`src/rtl/power_seq_pkg.sv`:
```
// Shared state encoding for the oscillator power sequencer.
// Status decoders and benches import it so the codes stay in step with the FSM.
package power_seq_pkg;

  typedef enum logic [2:0] {
    ST_OFF    = 3'd0,
    ST_WARMUP = 3'd1,
    ST_RUN    = 3'd2,
    ST_DRAIN  = 3'd3,
    ST_FAULT  = 3'd4
  } state_t;

  localparam int unsigned CNT_W = 16;

  function automatic logic is_powered(input state_t s);
    return (s == ST_WARMUP) || (s == ST_RUN) || (s == ST_DRAIN);
  endfunction

endpackage

```
`src/rtl/seq_counter.sv`:
```
// Saturating cycle counter: clears on request, otherwise counts up and holds at all-ones.
module seq_counter
  import power_seq_pkg::*;
#(
  parameter int unsigned WIDTH = CNT_W
) (
  input  logic             clock,
  input  logic             reset_n,
  input  logic             clear,
  input  logic             enable,
  output logic [WIDTH-1:0] count
);

  always_ff @(posedge clock or negedge reset_n) begin
    if (!reset_n) begin
      count <= '0;
    end else if (clear) begin
      count <= '0;
    end else if (enable && (count != '1)) begin
      count <= count + 1'b1;
    end
  end

endmodule

```
`src/rtl/power_sequencer.sv`:
```
// Oscillator power sequencer: powers up, waits for a valid oscillator, releases the
// clock, and on shutdown gates the clock off for a drain period before removing power.
module power_sequencer
  import power_seq_pkg::*;
#(
  parameter int unsigned WARMUP_CYCLES  = 100,
  parameter int unsigned TIMEOUT_CYCLES = 255,
  parameter int unsigned DRAIN_CYCLES   = 4
) (
  input  logic       clock,
  input  logic       reset_n,
  input  logic       on_req,
  input  logic       off_req,
  input  logic       osc_valid,
  input  logic       fault_clr,
  output logic       power,
  output logic       clk_en,
  output logic       ready,
  output logic       fault,
  output logic [2:0] state
);

  localparam logic [CNT_W-1:0] WARM_LAST  = CNT_W'(WARMUP_CYCLES - 1);
  localparam logic [CNT_W-1:0] TOUT_LAST  = CNT_W'(TIMEOUT_CYCLES - 1);
  localparam logic [CNT_W-1:0] DRAIN_LAST = CNT_W'(DRAIN_CYCLES - 1);

  state_t             state_q;
  state_t             state_d;
  logic [CNT_W-1:0]   count;

  // Any state change is a state entry, so the counter restarts from zero in the new state.
  seq_counter #(
    .WIDTH(CNT_W)
  ) u_cnt (
    .clock   (clock),
    .reset_n (reset_n),
    .clear   (state_d != state_q),
    .enable  (1'b1),
    .count   (count)
  );

  always_comb begin
    state_d = state_q;
    case (state_q)
      ST_OFF: begin
        if (on_req && !off_req) state_d = ST_WARMUP;
      end
      ST_WARMUP: begin
        if (off_req)                                  state_d = ST_OFF;
        else if ((count >= WARM_LAST) && osc_valid)   state_d = ST_RUN;
        else if ((count == TOUT_LAST) && !osc_valid)  state_d = ST_FAULT;
      end
      ST_RUN: begin
        if (off_req)         state_d = ST_DRAIN;
        else if (!osc_valid) state_d = ST_FAULT;
      end
      ST_DRAIN: begin
        if (count == DRAIN_LAST) state_d = ST_OFF;
      end
      ST_FAULT: begin
        if (fault_clr) state_d = ST_OFF;
      end
      default: state_d = ST_OFF;
    endcase
  end

  // Outputs are decoded from the next state so they change on the same edge as state.
  always_ff @(posedge clock or negedge reset_n) begin
    if (!reset_n) begin
      state_q <= ST_OFF;
      power   <= 1'b0;
      clk_en  <= 1'b0;
      ready   <= 1'b0;
      fault   <= 1'b0;
    end else begin
      state_q <= state_d;
      power   <= is_powered(state_d);
      clk_en  <= (state_d == ST_RUN);
      ready   <= (state_d == ST_RUN);
      fault   <= (state_d == ST_FAULT);
    end
  end

  assign state = 3'(state_q);

endmodule

```
`config.mk`:
```
export PLATFORM = sky130hd
export DESIGN_NAME = power_sequencer
export DESIGN_NICKNAME = d
export VERILOG_FILES = /design/src/rtl/power_seq_pkg.sv /design/src/rtl/seq_counter.sv /design/src/rtl/power_sequencer.sv
export SDC_FILE = /design/constraint.sdc
export NUM_CORES = 1
export LEC_CHECK = 0
export BUFFER_PORTS_ARGS = -buffer_cell sky130_fd_sc_hd__buf_2
export CAP_MARGIN = 20
export CORE_MARGIN = 1
export CORE_UTILIZATION = 47
export DETAILED_ROUTE_END_ITERATION = 6
export PLACE_DENSITY_LB_ADDON = 0.1
export SLEW_MARGIN = 20
export SYNTH_ARGS = -nofsm -noshare
export SYNTH_HDL_FRONTEND = slang
export SYNTH_HIERARCHICAL = 1
export SYNTH_SLANG_ARGS = --single-unit
```
`constraint.sdc`:
```
create_clock -name clock -period 3.4 [get_ports clock]
set_input_delay 0.68 -clock clock [delete_from_list [all_inputs] [get_ports clock]]
set_output_delay 0.68 -clock clock [all_outputs]
set_load 0.02 [all_outputs]
```
Yosys cells after proc, flatten, opt, wreduce, memory -nomap -nowiden
Cells that the tools add are included.
{ "word_totals": {"ramBits": 0, "rom_bits": 0, "in_bits": 6, "mem_count": 0, "register_bits": 22, "latch_bits": 0} }
{ "classes": {"muxes": 11, "mul": 0, "eq_ne": 12, "add_sub_neg": 1, "bitwise": 0, "reduce_logical": 9, "n_div": 0, "shift": 0, "order_cmp": 1} }
{ "ops": {"columns": ["operator", "n"], "rows": [
  ["$mux 16", 2],
  ["$mux 3", 8],
  ["$add 16x1->16 const B", 1],
  ["$eq 16x2->1 const B", 1],
  ["$eq 16x8->1 const B", 1],
  ["$ge 16x7->1 const B", 1],
  ["$ne 16x16->1 const B", 1],
  ["$pmux 3 s5", 1],
  ["$eq 3x2->1 const B", 4],
  ["$eq 3x1->1 const B", 2],
  ["$eq 3x3->1 const B", 2],
  ["$logic_and 1x1->1", 3],
  ["$logic_not 3->1", 1],
  ["$ne 3x3->1", 1],
  ["$logic_not 1->1", 2],
  ["$logic_or 1x1->1", 2],
  ["$reduce_bool 2->1", 1]
]} }

Logic depth before layout (Yosys ltp)
Gate-level depths: netlist (run 1).
{ "depth": {"word_depth": 9, "depth_mapped": 9, "mapped_depth_nobuf": 7} }

Modules after synthesis
Netlist (run 1), hierarchy kept.
{ "modules_own_cells": {"columns": ["mod", "n_inst", "seq_area_each_um2", "cells_per_inst", "area_each_um2"], "rows": [
  ["seq_counter", 1, 400.4, 98, 942.2],
  ["power_sequencer", 1, 150.1, 53, 479.2]
]} }

Worst setup path before layout (run 1)
No wires, ideal clock.
{ "synth_timing": {"kind": "in2reg", "from": "input port osc_valid", "to": "register u_cnt.count[0]", "setup_slack_ns": 0.902, "required_ns": 3.264, "stages": 7, "t_arrival_ns": 2.361, "setup_ns": 0.136, "path_cell_list": "nand3b_1 -> or4_4 -> and3_1 -> o211ai_1 -> clkbuf_1 -> clkbuf_1 -> a21oi_1"} }
{ "synth_via": {"elab_chain_cells": 8, "word_cells_on_any_way": 12} }
{ "synth_lines": {"columns": ["item", "line", "text"], "rows": [
  ["start: declaration", "power_sequencer.sv:14", "input logic osc_valid,"],
  ["$logic_not 1->1", null, null],
  ["$logic_and 1x1->1", "power_sequencer.sv:51", "else if ((count == TOUT_LAST) && !osc_valid) state_d = ST_FAULT;"],
  ["$mux 3", "power_sequencer.sv:51", null],
  ["$mux 3", "power_sequencer.sv:50", "else if ((count >= WARM_LAST) && osc_valid) state_d = ST_RUN;"],
  ["$mux 3", "power_sequencer.sv:49", "if (off_req) state_d = ST_OFF;"],
  ["$pmux 3 s5 (*)", "power_sequencer.sv:44", "case (state_q)"],
  ["$ne 3x3->1 (*)", "power_sequencer.sv:37", ".clear (state_d != state_q),"],
  ["$mux 16 / $reduce_bool 2->1 (equally long branches)", null, null],
  ["end signal: assignment", "seq_counter.sv:20", "count <= count + 1'b1;"],
  ["end: declaration", "seq_counter.sv:11", "output logic [WIDTH-1:0] count"]
]} }
Mark *: on every way between the ends. The rest lies on a longest branch, timed or not.
A chain may end at the register's enable or synchronous reset.

Worst setup path in the final report (run 1)
{ "layout_timing": {"from": "register u_cnt.count[8]", "to": "register u_cnt.count[9]"} }
{ "layout_via": {"elab_chain_cells": 8, "word_cells_on_any_way": 16} }
{ "layout_lines": {"columns": ["item"], "rows": [
  ["parallel branches: the longest is 8 deep, another holds $ge 16x7->1"]
]} }
Parallel ways; which one is timed is not known. The select of a mux whose other input is x is not followed.

==> impl_metrics.ini, run 1 <==
[clock_tree]
ctsRootBufferMaster = clkbuf_4
ctsLongestPathBuffers = 2
tritoncts = done
htree_levels = 1
clock_latency_ns = 0.31
cts-buffers-inserted = 3
cts.repair.resized = 0
cts_setup_buffers = 0
hold_buffers = 0
cts_sinks = 22
path_clk_slew_ns = 0.14

[finish]
drive_above_1_share = 0.209
n_antenna_cell = 0
multiInputGateArea_sq_um = 825
final_nets = 171
n_fill_cell = 259
syn_to_final_growth_pct = 8.98
register_area_sq_um = 551
final_area_sq_mm = 0.00155
final_cells = 194

[worst_setup_path]
crit_family = simple AND/OR/NAND/NOR gates
worstSetupEndpointType = flip-flop
cp.required_ns = 3.62
reg2reg_depth = 8
cp_num_buf_inv = 1
cp_cell_sequence = nor4_1 -> nand2_1 -> or4_4 -> and3_1 -> o211ai_1 -> buf_4 -> nor2_1 -> mux2_1
arrival_ns = 2.79
startpoint_type = flip-flop
cp_max_fo = 20
cp.depth = 8
critPathKind = flip-flop to flip-flop
cpPeakStageDelay_ns = 0.57
cp_slowest_cell = or4_4

[floorplan]
io_pins = 13
die_y_um = 57.0
die_area_sq_mm = 0.00325
dieWidth_um = 57.0
rows = 19
core_sq_mm = 0.00281
start_util = 0.507

[synthesis]
ys_ff_latch = 22
ys.flop_type = dfrtp_1
synth_area_sq_mm = 0.00142
async_reset_ff_frac = 1.00
ys_seq_area_frac = 0.387
ys_warn_count = 6
avgSynthCellArea_sq_um = 9.41
syn_inst = 151
synth_edf_count = 0
yosysUniqueCellTypes = 45

[placement]
gp_congestion = 0.804
dp_hpwl_um = 1990
dp.cells = 190
port_buffers = 12
place_area_sq_mm = 0.00150

[sta]
worstMarginPinSlew_ns = 0.841
hold_viol_final = 0
fin_crit_sh = 0.757
finalSetupTns_ns = 0
clock-skew-final_ns = 0.00965
setup_viol = 0
maxSlewViolCount = 0
post-route-min-period_ns = 2.57
relSlewSlack = 0.435
clock.fmax_mhz = 389
rsz0062_at_grt = false
hold_ws_ns = 0.306

[route]
dr_total_vias = 1217
drt_wl_total_um = 2870
drcViolationCount = 4
drtAntennaViolNets = 0
wl_per_cell_um = 14.8
viasPerCell = 6.27
first_iter_violations = 66
firstDrtPassIters = 6

[global_routing]
antenna_found_initial = 0
grt-ovfl-total = 0
track_usage = 0.198
grt_pass1_wl_um = 5110
grt_pass1_vias = 1125
grt_max_degree = 23

[power]
p_per_area_mw_per_mm2 = 425
power_leakage_uw = 0.000679
ir_drop_v = 0.000244

[flow_run]
drv_cap = 0

[run_status]
status = finished with violations
violations = DRC

[hold_path]
hold_class = input pin to asynchronous set/reset pin
-- registers in the layout, summed over array words and instances, names as in the netlist --
name	count
state	3
power	1
ready	1
u_cnt/count	16
fault	1
-- through the flow --
step | power, uW | setup WS [ns] | utilization
4_1_cts | 663 | 0.830 | 0.552
2_1_floorplan | 421 | 0.902 | -
3_5_place_dp | 458 | 0.759 | 0.533
6_report | 658 | 0.828 | 0.552
5_1_grt | 698 | 0.679 | 0.552
3_3_place_gp | 453 | 0.815 | 0.533
-- kinds of logic after synthesis --
logic type | Yosys count | share of synthesized area
buffers and inverters | 12 | 0.0405
AO/OA/AOI/OAI | 42 | 0.206
flip-flops | 22 | 0.387
AND/OR/NAND/NOR | 69 | 0.323
other | 1 | 0.00264
multiplexers | 4 | 0.0317
adder cells (fa/ha/maj) | 1 | 0.00880
-- worst register-to-register path, stage by stage, from the launching register on --
cell and delay (ns):
dfrtp_1 0.47, nor4_1 0.29, nand2_1 0.17, or4_4 0.57, and3_1 0.16, o211ai_1 0.17, buf_4 0.27, nor2_1 0.08
mux2_1 0.29
-- synthesized netlist by cell type (all sizes together) (2+ instances only) --
library cell	n	area, sq um
dfrtp	22	551
a21oi	15	75.1
nand2	10	37.5
o31ai	9	72.6
o21ai	8	40.0
or4	8	66.3
nand4	7	50.1
nor2	7	26.3
nor4	7	58.8
nor2b	6	45.0
clkbuf	5	18.8
inv	4	15.0
mux2	4	45.0
nand3b	4	30.0
or3	4	26.3
and3	3	18.8
buf	3	23.8
nand3	3	15.0
nor3	3	20.0
nor3b	3	22.5
and4	2	20.0
o211ai	2	20.0
o22ai	2	12.5
-- where the power goes --
group / total [uW] / switching, uW / internal [uW] / leakage (uW)
registers: 323 / 40.4 / 283 / 0.000302
logic: 130 / 72.4 / 57.5 / 0.000349
clock network: 205 / 85.9 / 119 / 0.0000279
total: 658 / 199 / 460 / 0.000679
-- routing by layer --
metal,GRT usage,wire length (um)
met1,0.279,1460
met2,0.311,1300
met3,0.0385,91
met4,0.0592,18
met5,0,0
-- layout by cell type (no fill, tap or decap), types with 2 or more instances in the layout --
cell type and instances:
dfrtp_1 22, a21oi_1 15, buf_2 12, nand2_1 10
o31ai_1 8, nor2_1 7, nor4_1 6, nand4_1 6
nor2b_1 5, o21ai_0 5, or4_1 5, nand3b_1 4
inv_1 4, conb_1 4, mux2_1 4, nor3b_1 3
and3_1 3, or3_1 3, clkbuf_4 3, nand3_1 3
o21ai_1 3, o22ai_1 2, nor3_1 2, or4_2 2
and4_2 2
-- cell type report --
type / count / share of cell area
tap: 31 / 0.0250
inverter: 4 / 0.00969
clock inverter: 1 / 0.0194
multi-input combinational: 120 / 0.532
timing repair buffer: 13 / 0.0436
clock buffer: 3 / 0.0145
sequential: 22 / 0.355
-- final timing paths --
check	start	endpoint	slack (ns)
worst max-delay path	u_cnt/count[8]	u_cnt/count[9]	0.83
worst min-delay path	reset_n	power	0.31
worst max register to register	u_cnt/count[8]	u_cnt/count[9]	0.83
worst min register to register	u_cnt/count[14]	u_cnt/count[14]	0.62
max in group asynchronous	reset_n	u_cnt/count[5]	2.75
min in group clock	u_cnt/count[14]	u_cnt/count[14]	0.62
No activity file was read; power rests on OpenSTA's default activity.
==> run 2, diff against run 1 <==
--- a/config.mk
+++ b/config.mk
@@ -5,6 +5,7 @@
 export SDC_FILE = /design/constraint.sdc
 export NUM_CORES = 1
 export LEC_CHECK = 0
+export ABC_AREA = 1
 export BUFFER_PORTS_ARGS = -buffer_cell sky130_fd_sc_hd__buf_2
 export CAP_MARGIN = 20
 export CORE_MARGIN = 1
==> constraint.sdc (replaced) <==
create_clock -name clock -period 2.5 [get_ports clock]
set_input_delay 0.5 -clock clock [delete_from_list [all_inputs] [get_ports clock]]
set_output_delay 0.5 -clock clock [all_outputs]
set_load 0.02 [all_outputs]
==> impl_metrics.ini, run 2 <==
[finish]
final_nets = 247
n_antenna_cell = 0
largest_reg_flops = 16
layout_commonest_cell = nand2_1
drive_above_1_share = 0.180
layout_common_cells = nand2_1, nor2_1, dfrtp_1
final_cells = 283
syn_to_final_growth_pct = 10.0
final_core_util = 0.549
regMostFlops = u_cnt/count

[synthesis]
syn_inst = 224
ys.flop_type = dfrtp_1
synth.most_common_cell = nand2_1
avgSynthCellArea_sq_um = 6.85
synth_area_sq_mm = 0.00154
synth_edf_count = 0
synth_top_area_share = 0.359
synth_top_cell_by_area = dfrtp_1
ys_warn_count = 6
synth_common_cells = nand2_1, nor2_1, dfrtp_1
ys_seq_area_frac = 0.359
synth_area_leaders = dfrtp_1, nand2_1, nor2_1
async_reset_ff_frac = 1.00
yosysUniqueCellTypes = 31
ys_ff_latch = 22

[power]
ir_drop_v = 0.000185
p_per_area_mw_per_mm2 = 463
power_leakage_uw = 0.000880

[floorplan]
core_sq_mm = 0.00308
die_area_sq_mm = 0.00350
rows = 20
start_util = 0.499
io_pins = 13
die_y_um = 59.2
dieWidth_um = 59.2

[sta]
worstMarginPinSlew_ns = 0.513
clock.fmax_mhz = 462
fin_crit_sh = 0.866
maxSlewViolCount = 0
post-route-min-period_ns = 2.16
setup_viol = 0
rsz0062_at_grt = false
hold_viol_final = 0
finalSetupTns_ns = 0
clock-skew-final_ns = 0.00732
relSlewSlack = 0.658

[clock_tree]
htree_levels = 1
ctsRootBufferMaster = clkbuf_4
cts.repair.resized = 0
tritoncts = done
hold_buffers = 0
path_clk_slew_ns = 0.13
ctsLongestPathBuffers = 2
clock_latency_ns = 0.31
cts-buffers-inserted = 3
cts_setup_buffers = 0
cts_sinks = 22

[worst_setup_path]
cp_num_buf_inv = 2
cp_cell_sequence = nor2_1 -> nand2_1 -> nor2_4 -> a21oi_1 -> nor2_2 -> nand2_2 -> nand2_1 -> nand2_1 -> nand2_1 -> clkinvlp_4 -> buf_4 -> nand4_1 -> nand2_1
critPathKind = flip-flop to flip-flop
crit_family = simple AND/OR/NAND/NOR gates
cp_max_fo = 10
worstSetupEndpointType = flip-flop
crit_top_cell = nand2_1
cp_slowest_cell = dfrtp_1
arrival_ns = 2.38
cp.required_ns = 2.71
cpPeakStageDelay_ns = 0.47
startpoint_type = flip-flop

[route]
drt_wl_total_um = 3350
first_iter_violations = 90
wl_per_cell_um = 11.8
drtAntennaViolNets = 0
dr_total_vias = 1412
firstDrtPassIters = 4
viasPerCell = 4.99
drcViolationCount = 0

[global_routing]
grt_pass1_vias = 1256
grt_max_degree = 23
track_usage = 0.211
grt_pass1_wl_um = 5500
antenna_found_initial = 0
grt-ovfl-total = 0

[hold_path]
hold_class = input pin to asynchronous set/reset pin

[placement]
port_buffers = 12
dp_hpwl_um = 2430
dp.cells = 279
gp_congestion = 0.856

[run_status]
status = finished clean

[flow_run]
drv_cap = 0
==> run 2: cell count changes after synthesis, moves of 6 or more <==
| cell | change |
|---|---|
| nand2_1 | +62 |
| nor2_1 | +25 |
| nand3_1 | +17 |
| inv_1 | +14 |
| a21oi_1 | -12 |
| o31ai_1 | -8 |
| nand2_2 | +7 |
| nor4_1 | -6 |
==> run 2: final timing paths <==
kind	from	end	depth (start not counted)	slack [ns]
setup / recovery	u_cnt/count[13]	u_cnt/count[10]	13	0.34
max in group asynchronous	reset_n	u_cnt/count[8]	1	2.01
hold / removal	reset_n	u_cnt/count[4]	1	0.14
hold reg to reg	u_cnt/count[14]	u_cnt/count[14]	2	0.58
setup reg to reg	u_cnt/count[13]	u_cnt/count[10]	13	0.34
min in group clock	fault_clr	fault	4	0.48
==> run 2: cell families (layout without fill, tap and decap cells) <==
logic type	after synthesis	in the layout	synth area share
adder cells (fa/ha/maj)	1	1	0.00815
flip-flops	22	22	0.359
XOR/XNOR	5	5	0.0285
AND/OR/NAND/NOR	154	154	0.466
other	1	2	0.00244
buffers and inverters	29	43	0.0864
AO/OA/AOI/OAI	12	12	0.0497
==> run 2: stage by stage <==
step	cell area (sq um)	power, uW	setup WS (ns)	hold WS (ns)
finish	1690	783	0.335	0.136
global route	1690	828	0.113	0.158
CTS	1690	789	0.308	0.145
detailed placement	1630	510	0.309	0.503
global placement	1630	511	0.330	0.506
floorplan	1540	477	0.589	0.204
==> run 2: cell type report <==
cell class | instances | area (sq um)
clock inverter | 1 | 30.0
fill | 331 | 1390
clock buffer | 3 | 22.5
multi-input combinational | 174 | 856
timing repair buffer | 14 | 75.1
inverter | 25 | 100
sequential | 22 | 551
tap | 44 | 55.1
==> run 2: metal layers <==
layer  up-vias  track usage  share of wire
li1        738            -              -
met1       645        0.284           0.48
met2        25        0.351           0.49
met3         4       0.0197          0.024
met4         0       0.0816          0.011
met5         -            0              0
==> run 2: where the power goes <==
group / switching (uW) / internal [uW] / total [uW] / leakage (uW)
clock network: 115 / 162 / 277 / 0.0000279
logic: 83.1 / 37.4 / 120 / 0.000549
registers: 17.9 / 368 / 386 / 0.000303
total: 216 / 567 / 783 / 0.000880
==> run 2: worst reg2reg max path, cell delays in order (launching register included) <==
cell        delay [ns]
dfrtp_1           0.47
nor2_1            0.12
nand2_1           0.10
nor2_4            0.17
a21oi_1           0.12
nor2_2            0.15
nand2_2           0.08
nand2_1           0.06
nand2_1           0.05
nand2_1           0.13
clkinvlp_4        0.24
buf_4             0.22
nand4_1           0.09
nand2_1           0.06
==> run 3, diff against run 2 <==
--- a/config.mk
+++ b/config.mk
@@ -11,7 +11,7 @@
 export CORE_MARGIN = 1
 export CORE_UTILIZATION = 47
 export DETAILED_ROUTE_END_ITERATION = 6
-export PLACE_DENSITY_LB_ADDON = 0.1
+export PLACE_DENSITY = 0.72
 export SLEW_MARGIN = 20
 export SYNTH_ARGS = -nofsm -noshare
 export SYNTH_HDL_FRONTEND = slang
==> impl_metrics.ini, run 3 (synthesized netlist as in run 2, its figures left out) <==
[clock_tree]
tritoncts = done
hold_buffers = 0
ctsLongestPathBuffers = 2
cts_setup_buffers = 0
clock_latency_ns = 0.31
cts-buffers-inserted = 3
htree_levels = 1
cts_sinks = 22
cts.repair.resized = 0
ctsRootBufferMaster = clkbuf_4
path_clk_slew_ns = 0.12

[global_routing]
grt_max_degree = 23
antenna_found_initial = 0
grt_pass1_wl_um = 5710
grt_pass1_vias = 1285
grt-ovfl-total = 0
track_usage = 0.218

[power]
p_sw_uw = 209
ir_drop_v = 0.000198
p_sw_frac = 0.298
p_per_area_mw_per_mm2 = 421
comb_power_share = 0.167
internal-power_uw = 493
power_frac_clock = 0.283
power_uw = 702
p_seq_frac = 0.551
power_leakage_uw = 0.000878

[sta]
clock.fmax_mhz = 467
post-route-min-period_ns = 2.14
rsz0062_at_grt = false
hold_ws_ns = 0.138
setup_viol = 0
worstMarginPinSlew_ns = 0.502
hold_viol_final = 0
clock-skew-final_ns = 0.00393
fin_crit_sh = 0.857
maxSlewViolCount = 0
relSlewSlack = 0.664
finalSetupTns_ns = 0

[worst_setup_path]
cp_max_fo = 8
cp.required_ns = 2.74
critPathKind = flip-flop to flip-flop
worstSetupEndpointType = flip-flop
startpoint_type = flip-flop
reg2reg_setup_slack_ns = 0.36
arrival_ns = 2.38

[placement]
gp_congestion = 0.861
dp_hpwl_um = 2420
port_buffers = 12

[floorplan]
die_y_um = 59.2
start_util = 0.499
dieWidth_um = 59.2
io_pins = 13
core_sq_mm = 0.00308
rows = 20
die_area_sq_mm = 0.00350

[finish]
layout_commonest_cell = nand2_1
regMostFlops = u_cnt/count
n_antenna_cell = 0
layout_common_cells = nand2_1, nor2_1, dfrtp_1
drive_above_1_share = 0.176
syn_to_final_growth_pct = 8.72
largest_reg_flops = 16
final_nets = 247

[route]
firstDrtPassIters = 4
dr_total_vias = 1413
drtAntennaViolNets = 0
drcViolationCount = 0
drt_wl_total_um = 3250
first_iter_violations = 58
wl_per_cell_um = 11.5
viasPerCell = 4.99

[hold_path]
hold_class = input pin to asynchronous set/reset pin

[flow_run]
drv_cap = 0

[run_status]
status = finished clean
## run 3: cell types whose count changed in the layout (fill, tap and decap cells not counted)
| cell | previous run | this run |
|---|---|---|
| clkinvlp_4 | 1 | 0 |
| inv_1 | 17 | 18 |
| clkbuf_8 | 0 | 1 |
| bufinv_16 | 1 | 0 |
## run 3: worst paths after layout
kind / cells past startpoint / to / startpoint
min in group clock: 4 / state[2] / fault_clr
setup / recovery: 15 / u_cnt/count[3] / u_cnt/count[13]
hold / removal: 1 / u_cnt/count[0] / reset_n
hold reg to reg: 2 / u_cnt/count[14] / u_cnt/count[14]
max in group asynchronous: 1 / u_cnt/count[8] / reset_n
setup reg to reg: 15 / u_cnt/count[3] / u_cnt/count[13]
## run 3: worst max-delay path, stage by stage, from the launching register on
cell	delay [ns]
dfrtp_1	0.46
nor2_1	0.12
nand2_1	0.11
nor2_4	0.16
nand3b_2	0.10
nand2_2	0.08
nand3_2	0.09
nand2_2	0.10
nand2_1	0.05
nand2_1	0.05
nand2_1	0.09
inv_1	0.24
o21ai_0	0.13
a21oi_1	0.14
nand2_1	0.06
o21ai_0	0.08
## run 3: metrics by stage
step	util	setup slack [ns]	instances	area, sq um
after floorplan	-	0.589	225	1540
after global placement	0.530	0.431	279	1630
after detailed placement	0.530	0.357	279	1630
after CTS	0.542	0.361	283	1670
after global routing	0.542	0.113	283	1670
final	0.542	0.358	283	1670
## run 3: final cells by class
class	instances	area, sq um
Tap cell	44	55.1
Timing Repair Buffer	14	75.1
Multi-Input combinational cell	174	856
Clock buffer	4	36.3
Inverter	25	96.3
Sequential cell	22	551
Fill cell	327	1410
## run 3: per-layer routing
metal  track usage  vias to the layer above  share of wire
met1         0.288                      638           0.46
met3        0.0284                        4          0.032
met4        0.0680                        0          0.012
met5             0                        -              0
met2         0.370                       32           0.49
li1              -                      739              -
## run 3: power by group through the flow
stage | Sequential, uW | Clock (uW) | Combinational [uW]
floorplan | 393 | 0 | 83.7
global placement | 392 | 0 | 117
detailed placement | 394 | 0 | 117
CTS | 387 | 207 | 118
global route | 390 | 223 | 134
finish | 387 | 198 | 117
